$ cat src/rtl/srsub_seq.sv
// srsub_seq: multi-cycle IEEE single-precision subtractor z = a - b.
// Operands are latched with b's sign inverted, aligned, added or subtracted,
// then normalized one shift per cycle. Results truncate toward zero.
// Underflow gives +0. Overflow or a NaN/Inf input gives NAN.
module srsub_seq #(
  parameter int unsigned GUARD = 3,
  parameter logic [31:0] NAN   = 32'hFFFFFFFF
) (
  input  logic        clk,
  input  logic        reset,
  input  logic        in_valid,
  output logic        in_ready,
  input  logic [31:0] a,
  input  logic [31:0] b,
  output logic        out_valid,
  input  logic        out_ready,
  output logic [31:0] z
);

  // Working mantissa layout: [MW-1] carry, [MW-2] hidden bit,
  // [MW-3:GUARD] fraction, [GUARD-1:0] guard bits.
  localparam int unsigned MW = 25 + GUARD;

  typedef enum logic [2:0] {
    S_IDLE   = 3'd0,
    S_ALIGN  = 3'd1,
    S_ADDSUB = 3'd2,
    S_NORM   = 3'd3,
    S_DONE   = 3'd4
  } state_t;

  state_t          state_q, state_d;
  logic [31:0]     a_q, a_d;
  logic [31:0]     b_q, b_d;          // b with its sign already inverted
  logic [MW-1:0]   ml_q, ml_d;
  logic [MW-1:0]   ms_q, ms_d;
  logic [MW-1:0]   sum_q, sum_d;
  logic [7:0]      exp_q, exp_d;
  logic            sign_q, sign_d;
  logic            sub_q, sub_d;      // effective operation is a subtraction
  logic            short_q, short_d;  // result already known (zero/NaN shortcut)
  logic [31:0]     short_z_q, short_z_d;
  logic [31:0]     z_q, z_d;
  logic            out_valid_q, out_valid_d;
  logic            in_ready_q, in_ready_d;

  // Unpack signals used by the ALIGN step.
  logic [7:0]      ea, eb, el, es, ediff;
  logic [22:0]     mant_l, mant_s;
  logic            sl, ss, a_zero, b_zero, any_nan, a_ge_b;
  logic [MW-1:0]   ms_full, ms_shift;

  assign ea       = a_q[30:23];
  assign eb       = b_q[30:23];
  assign a_zero   = (ea == 8'd0);
  assign b_zero   = (eb == 8'd0);
  assign any_nan  = (ea == 8'hFF) || (eb == 8'hFF);
  // Exponent-then-mantissa magnitude compare; ties keep a as the larger.
  assign a_ge_b   = (a_q[30:0] >= b_q[30:0]);
  assign el       = a_ge_b ? ea : eb;
  assign es       = a_ge_b ? eb : ea;
  assign mant_l   = a_ge_b ? a_q[22:0] : b_q[22:0];
  assign mant_s   = a_ge_b ? b_q[22:0] : a_q[22:0];
  assign sl       = a_ge_b ? a_q[31] : b_q[31];
  assign ss       = a_ge_b ? b_q[31] : a_q[31];
  assign ediff    = el - es;
  assign ms_full  = {2'b01, mant_s, {GUARD{1'b0}}};
  assign ms_shift = (ediff > 8'(24 + GUARD)) ? {MW{1'b0}} : (ms_full >> ediff);

  // State and datapath registers with synchronous reset.
  always_ff @(posedge clk) begin
    if (reset) begin
      state_q     <= S_IDLE;
      a_q         <= 32'd0;
      b_q         <= 32'd0;
      ml_q        <= {MW{1'b0}};
      ms_q        <= {MW{1'b0}};
      sum_q       <= {MW{1'b0}};
      exp_q       <= 8'd0;
      sign_q      <= 1'b0;
      sub_q       <= 1'b0;
      short_q     <= 1'b0;
      short_z_q   <= 32'd0;
      z_q         <= 32'd0;
      out_valid_q <= 1'b0;
      in_ready_q  <= 1'b0;
    end else begin
      state_q     <= state_d;
      a_q         <= a_d;
      b_q         <= b_d;
      ml_q        <= ml_d;
      ms_q        <= ms_d;
      sum_q       <= sum_d;
      exp_q       <= exp_d;
      sign_q      <= sign_d;
      sub_q       <= sub_d;
      short_q     <= short_d;
      short_z_q   <= short_z_d;
      z_q         <= z_d;
      out_valid_q <= out_valid_d;
      in_ready_q  <= in_ready_d;
    end
  end

  // Next-state and datapath logic: one FSM step per cycle.
  always_comb begin
    state_d   = state_q;
    a_d       = a_q;
    b_d       = b_q;
    ml_d      = ml_q;
    ms_d      = ms_q;
    sum_d     = sum_q;
    exp_d     = exp_q;
    sign_d    = sign_q;
    sub_d     = sub_q;
    short_d   = short_q;
    short_z_d = short_z_q;
    z_d       = z_q;

    case (state_q)
      S_IDLE: begin
        if (in_valid && in_ready_q) begin
          a_d     = a;
          b_d     = {~b[31], b[30:0]};
          state_d = S_ALIGN;
        end else begin
          state_d = S_IDLE;
        end
      end
      S_ALIGN: begin
        ml_d    = {2'b01, mant_l, {GUARD{1'b0}}};
        ms_d    = ms_shift;
        exp_d   = el;
        sign_d  = sl;
        sub_d   = (sl != ss);
        short_d = 1'b1;
        if (any_nan) begin
          short_z_d = NAN;
        end else if (a_zero && b_zero) begin
          short_z_d = 32'd0;
        end else if (b_zero) begin
          short_z_d = a_q;
        end else if (a_zero) begin
          short_z_d = b_q;
        end else begin
          short_z_d = 32'd0;
          short_d   = 1'b0;
        end
        state_d = S_ADDSUB;
      end
      S_ADDSUB: begin
        if (sub_q) begin
          sum_d = ml_q - ms_q;
        end else begin
          sum_d = ml_q + ms_q;
        end
        state_d = S_NORM;
      end
      S_NORM: begin
        if (short_q) begin
          z_d     = short_z_q;
          state_d = S_DONE;
        end else if (sum_q[MW-1]) begin
          sum_d = sum_q >> 1;
          exp_d = exp_q + 8'd1;
          if (exp_q == 8'd254) begin
            z_d     = NAN;
            state_d = S_DONE;
          end else begin
            state_d = S_NORM;
          end
        end else if (sum_q == {MW{1'b0}}) begin
          z_d     = 32'd0;
          state_d = S_DONE;
        end else if (!sum_q[MW-2]) begin
          sum_d = sum_q << 1;
          exp_d = exp_q - 8'd1;
          if (exp_q == 8'd1) begin
            z_d     = 32'd0;
            state_d = S_DONE;
          end else begin
            state_d = S_NORM;
          end
        end else begin
          z_d     = {sign_q, exp_q, sum_q[22+GUARD:GUARD]};
          state_d = S_DONE;
        end
      end
      S_DONE: begin
        if (out_ready) begin
          state_d = S_IDLE;
        end else begin
          state_d = S_DONE;
        end
      end
      default: begin
        state_d = S_IDLE;
      end
    endcase

    out_valid_d = (state_d == S_DONE);
    in_ready_d  = (state_d == S_IDLE);
  end

  assign in_ready  = in_ready_q;
  assign out_valid = out_valid_q;
  assign z         = z_q;

endmodule

$ cat config.mk
export PLATFORM = sky130hd
export DESIGN_NAME = srsub_seq
export DESIGN_NICKNAME = d
export VERILOG_FILES = /design/src/rtl/srsub_seq.sv
export SDC_FILE = /design/constraint.sdc
export NUM_CORES = 1
export LEC_CHECK = 0
export CAP_MARGIN = 0
export CORE_MARGIN = 1.5
export CORE_UTILIZATION = 60
export CTS_BUF_LIST = sky130_fd_sc_hd__clkbuf_16
export DETAILED_ROUTE_END_ITERATION = 16
export GPL_TIMING_DRIVEN = 0
export PLACE_DENSITY = 0.81
export SYNTH_ARGS = -nofsm -noshare
export SYNTH_HDL_FRONTEND = slang
export SYNTH_SLANG_ARGS = --single-unit
$ cat constraint.sdc
create_clock -name clk -period 6.1 [get_ports clk]
set_input_delay 1.22 -clock clk [delete_from_list [all_inputs] [get_ports clk]]
set_output_delay 1.22 -clock clk [all_outputs]
set_load 0.03 [all_outputs]
## Word-level counts from Yosys, hierarchy flattened

Cells that the tools add are included.

| operators by class | value |
|---|---|
| $lt $le $gt $ge | 2 |
| equality and inequality tests | 14 |
| bitwise operators | 1 |
| mux-type cells | 41 |
| shift operators | 1 |
| reduce and logical (&&, ||, !) cells | 17 |
| add/subtract/negate cells | 5 |

Operators by type and width:

| kind | number |
|---|---|
| 32-bit 2-to-1 mux | 10 |
| 28-bit 2-to-1 mux | 3 |
| 27-bit 2-to-1 mux | 3 |
| 28-bit case mux with 2 select lines | 1 |
| 8-bit 2-to-1 mux | 6 |
| 23-bit 2-to-1 mux | 2 |
| 31-bit greater-or-equal comparator | 1 |
| 27-bit by 28-bit adder with 28-bit output | 1 |
| 28-bit logical NOT | 1 |
| 27-bit by 8-bit >> shifter with 28-bit output | 1 |
| 27-bit by 28-bit subtractor with 28-bit output | 1 |
| 8-bit == test, second input constant | 3 |
| 3-bit 2-to-1 mux | 7 |
| 8-bit logical NOT | 2 |
| 8-bit case mux with 2 select lines | 1 |
| 3-bit case mux with 5 select lines | 1 |
| 8-bit by 1-bit adder with 8-bit output, second input constant | 1 |
| 8-bit by 1-bit == test with 1-bit output, second input constant | 1 |
| 8-bit by 5-bit > comparator with 1-bit output, second input constant | 1 |
| 4-bit AND reduction | 2 |
| 8-bit by 1-bit subtractor with 8-bit output, second input constant | 1 |
| 8-bit subtractor | 1 |
| 1-bit 2-to-1 mux | 7 |
| 3-bit by 2-bit == test with 1-bit output, second input constant | 2 |
| 14 further kinds | 21 |

| storage, ports and cells | value |
|---|---|
| word-level logic and storage cells | 97 |
| bits of input ports | 68 |
| output and inout port bits | 34 |
| register bits | 224 |

## Logic depth before layout (Yosys ltp)

| logic depth | value |
|---|---|
| depth after elaboration | 8 |
| mapped depth | 23 |
| mapped depth without buffers | 19 |

## Least setup slack after synthesis

OpenSTA, ideal clock, no wires.

| timing path | value |
|---|---|
| path kind | reg-to-reg |
| start point | register b_q[24] |
| end point | register ms_q[13] |
| data arrival time | 4.207 ns |
| stages on the path, launching flop included | 24 |
| path slack | 1.776 ns |
| path through | dfxtp_1 clkbuf_1 inv_1 ha_1 nand2_1 nor4_2 a221oi_2 and2_4 buf_6 a211oi_2 nor2_1 ha_1 inv_1 nand3_1 a22oi_1 a31o_2 nor3_1 a2111oi_2 a221oi_2 and2_1 buf_6 and2_1 buf_4 a32o_1 |

| on the way | value |
|---|---|
| longest elaborated chain between the ends | 5 |

RTL lines:

| element | line | source |
|---|---|---|
| start: declaration | 34 | `logic [31:0] b_q, b_d;` |
| start signal: assignment | 75 | `b_q <= 32'd0;` |
| start signal: assignment | 90 | `b_q <= b_d;` |
| 31-bit greater-or-equal comparator | 59 | `assign a_ge_b = (a_q[30:0] >= b_q[30:0]);` |
| 8-bit 2-to-1 mux (on tied branches) | 60, 61 |  |
| 8-bit subtractor | 66 | `assign ediff = el - es;` |
| 27-bit by 8-bit >> shifter with 28-bit output or 8-bit by 5-bit > comparator with 1-bit output (tied branches) | 68 | `assign ms_shift = (ediff > 8'(24 + GUARD)) ? {MW{1'b0}} : (ms_full >> ediff);` |
| 28-bit 2-to-1 mux (*) | 68 |  |
| end signal: assignment | 77 | `ms_q <= {MW{1'b0}};` |
| end signal: assignment | 92 | `ms_q <= ms_d;` |
| end: declaration | 36 | `logic [MW-1:0] ms_q, ms_d;` |

Mark *: on every way between the ends. The rest lies on a longest branch, timed or not.
A chain may end at the register's enable or synchronous reset.

## Worst setup path in the final report

| timing path | value |
|---|---|
| start point | register b_q[24] |
| end point | register ms_q[14] |

The elaborated chain is that of the path after synthesis.

==> impl_metrics.py <==
metrics = {
    "run": {
        "drv_cap": 0,
    },
    "sta": {
        "fin_crit_ns": 5.791,
        "fin_setup_tns_ns": 0,
        "fin_crit_sh_pct": 94.93,
        "fmax_ghz": 0.1727,
        "rsz0062_at_grt": "no",
        "drv_slew": 0,
        "tightest_slew_ns": 1.155,
        "setup_violations": 0,
        "relSlewSlack_pct": 22.44,
        "timing.hold.ws_ns": 0.4707,
        "hold_viol": 0,
        "skew_ns": 0.02002,
    },
    "placement": {
        "dp.cells": 2322,
        "place_area_um2": 16120,
        "dpl.hpwl_um": 40770,
        "numPortBuffers": 100,
        "gp_congestion": 1.104,
    },
    "clock_network": {
        "htree_levels": 1,
        "cts_resized": 0,
        "cts_max_path_buffers": 3,
        "cts_setup_buffers": 0,
        "clock_latency_ns": 0.56,
        "cts_buffers": 25,
        "cts.clk_slew.worst_paths_ns": 0.06,
        "tritoncts": "built",
        "ctsHoldBuffers": 0,
        "clkSinkCount": 223,
        "cts_root_buf": "clkbuf_16",
    },
    "floorplan": {
        "die_w_um": 159.6,
        "num_rows": 57,
        "core_area_um2": 24180,
        "die_y_um": 159.6,
        "ioPinCount": 102,
        "die_area_um2": 25480,
        "start_util_pct": 60.87,
    },
    "grt": {
        "antenna_found_initial": 0,
        "grt.overflow.total": 0,
        "first_global_vias": 14550,
        "grt_pass1_wl_um": 81520,
        "gr-usage-all-layers_pct": 40.67,
        "grt_max_degree": 14,
    },
    "synth": {
        "synth_edf_count": 0,
        "yosysTopAreaCellShare_pct": 30.33,
        "synth_cells": 1898,
        "async_flop_share_pct": 0,
        "synth.most_common_cell": "nand2_1",
        "synth_flop_cell": "dfxtp_1",
        "synth_area_um2": 14720,
        "synth_top_cells_by_count": "nand2_1 (278), dfxtp_1 (223), nor2_1 (191), a21oi_1 (178), clkbuf_1 (121)",
        "seq_area_frac_synth_pct": 30.33,
        "ys_ff_latch": 223,
        "syn_avg_cell_area_um2": 7.754,
        "synth_nets": 2052,
        "synth.area.top_cells": "dfxtp_1 (30%), ha_1 (7.2%), nand2_1 (7.1%), a21oi_1 (6.1%), nor2_1 (4.9%)",
        "synth_top_cell_by_area": "dfxtp_1",
        "yosysWarningCount": 0,
        "ys_types": 86,
    },
    "pwr": {
        "ir_drop_mv": 0.2931,
        "p_leak_nw": 6.037,
        "p_sw_share_pct": 42.48,
        "p_int_mw": 3.299,
        "power_frac_comb_pct": 43.8,
        "clock_power_share_pct": 26.0,
        "switchingPower_mw": 2.437,
        "p_per_area_nw_per_um2": 339.0,
        "pwr-share-seq_pct": 30.2,
    },
    "critical_path": {
        "arrival_ns": 6.28,
        "worstPathCellList": "clkbuf_1 -> inv_1 -> ha_1 -> nand2_1 -> nor3_1 -> a221oi_2 -> and2_4 -> buf_6 -> and4_4 -> nor2_1 -> ha_1 -> inv_1 -> and3_1 -> a31o_2 -> nor3_1 -> buf_4 -> buf_4 -> mux2i_1 -> o21ai_0 -> o31ai_1 -> o22ai_1 -> a32o_1",
        "worst-path-max-fanout": 10,
        "cp.required_ns": 6.58,
        "cp_slowest_cell": "nor3_1",
        "end_kind": "flip-flop",
        "start_kind": "flip-flop",
        "slowest_delay_ns": 0.52,
        "crit_type": "flip-flop to flip-flop",
    },
    "final_layout": {
        "fin_area_um2": 16920,
        "syn_to_final_growth_pct": 14.98,
        "drive_gt1_share_pct": 5.137,
        "stdcell_count": 2368,
        "postLayoutCoreUtil_pct": 69.99,
        "final_nets": 2179,
        "n_antenna_cell": 0,
    },
    "drt": {
        "drc_errors": 0,
        "wire_per_inst_um": 22.42,
        "drtAntennaViolNets": 0,
        "drt_iter0_markers": 2093,
        "dr.pass1.iters": 7,
        "route.vias.total": 15650,
        "viasPerCell": 6.611,
        "routed_wl_um": 53090,
    },
    "outcome": {
        "outcome": "finished, final reports clean",
    },
    "worst_hold_path": {
        "hold_class": "flip-flop to flip-flop",
    },
}
[routing by layer]
metal  vias up  track usage [%]  routed length (µm)
met2       978            64.37               23390
met4         0            20.11                3039
li1       7173                -                   -
met5         -                0                   0
met3       211            7.844                5674
met1      7292            53.23               20980
[worst max-delay path: cells and delay by family (launching register included)]
family | cells | cell delay [ns]
AOI/OAI and AO/OA | 6 | 1.68
adders and majority gates | 2 | 0.53
buffers and inverters | 6 | 1.36
DFF | 1 | 0.30
muxes | 1 | 0.10
and+or+nand+nor | 7 | 1.74
[sequential cells by signal, indices dropped and copies added (netlist names)]
register   cells
a_q           32
b_q           32
short_z_q     32
z             32
sum_q         28
ms_q          27
ml_q          24
exp_q          8
state_q        3
in_ready       1
out_valid      1
short_q        1
sign_q         1
sub_q          1
[power by group through the flow]
stage	clock network, mW	logic (mW)	registers (mW)
floorplan	0	1.76	1.68
global placement	0	2.39	1.75
detailed placement	0	2.42	1.75
CTS	1.48	2.43	1.72
global route	1.54	2.67	1.73
finish	1.49	2.51	1.73
[through the flow]
stage | total power [mW] | worst slack, ns
floorplan | 3.438 | 1.776
detailed placement | 4.167 | 0.5996
global placement | 4.140 | 0.6375
finish | 5.735 | 0.3094
global route | 5.954 | 0.2031
CTS | 5.632 | 0.5237
[area by class of cell]
| class | count | area, µm² |
|---|---|---|
| plain buffers | 147 | 610.6 |
| clock buffers | 25 | 625.6 |
| clock inverters | 21 | 172.7 |
| fillers | 2028 | 7256 |
| inverters | 93 | 349.1 |
| multi-input cells | 1435 | 9293 |
| flip-flops and latches | 223 | 4464 |
| well taps | 324 | 405.4 |
| repair buffers | 100 | 1001 |
[layout by cell type (no fill, tap or decap), types with 10 or more instances in the layout]
cell / n
a211oi_1: 89
a21o_1: 11
a21oi_1: 178
a221oi_1: 43
a22oi_1: 38
a311oi_1: 30
a31oi_1: 12
and2_1: 12
buf_1: 11
clkbuf_1: 121
clkbuf_16: 25
clkdlybuf4s50_1: 100
dfxtp_1: 223
ha_1: 85
inv_1: 96
mux2i_1: 45
mux4_2: 23
nand2_1: 278
nand2b_1: 10
nand3_1: 36
nand4_1: 15
nor2_1: 191
nor2b_1: 11
nor3_1: 30
nor4_1: 23
o21ai_0: 92
o31ai_1: 10
xnor2_1: 22
[logic make-up after synthesis]
group                      synth area share, %
muxes                                    7.550
and+or+nand+nor                          19.72
xor gates and xnor gates                 1.726
buffers and inverters                    6.521
DFF                                      30.33
adders and majority gates                7.363
AOI/OAI and AO/OA                        26.79
[worst paths after layout]
kind                               start       end  slack, ns  cells past startpoint
worst max-delay path             b_q[24]  ms_q[14]       0.31                     22
worst min-delay path            ms_q[25]  ms_q[25]       0.47                      2
worst max register to register   b_q[24]  ms_q[14]       0.31                     22
worst min register to register  ms_q[25]  ms_q[25]       0.47                      2
Power figures use the tool's default switching activity.
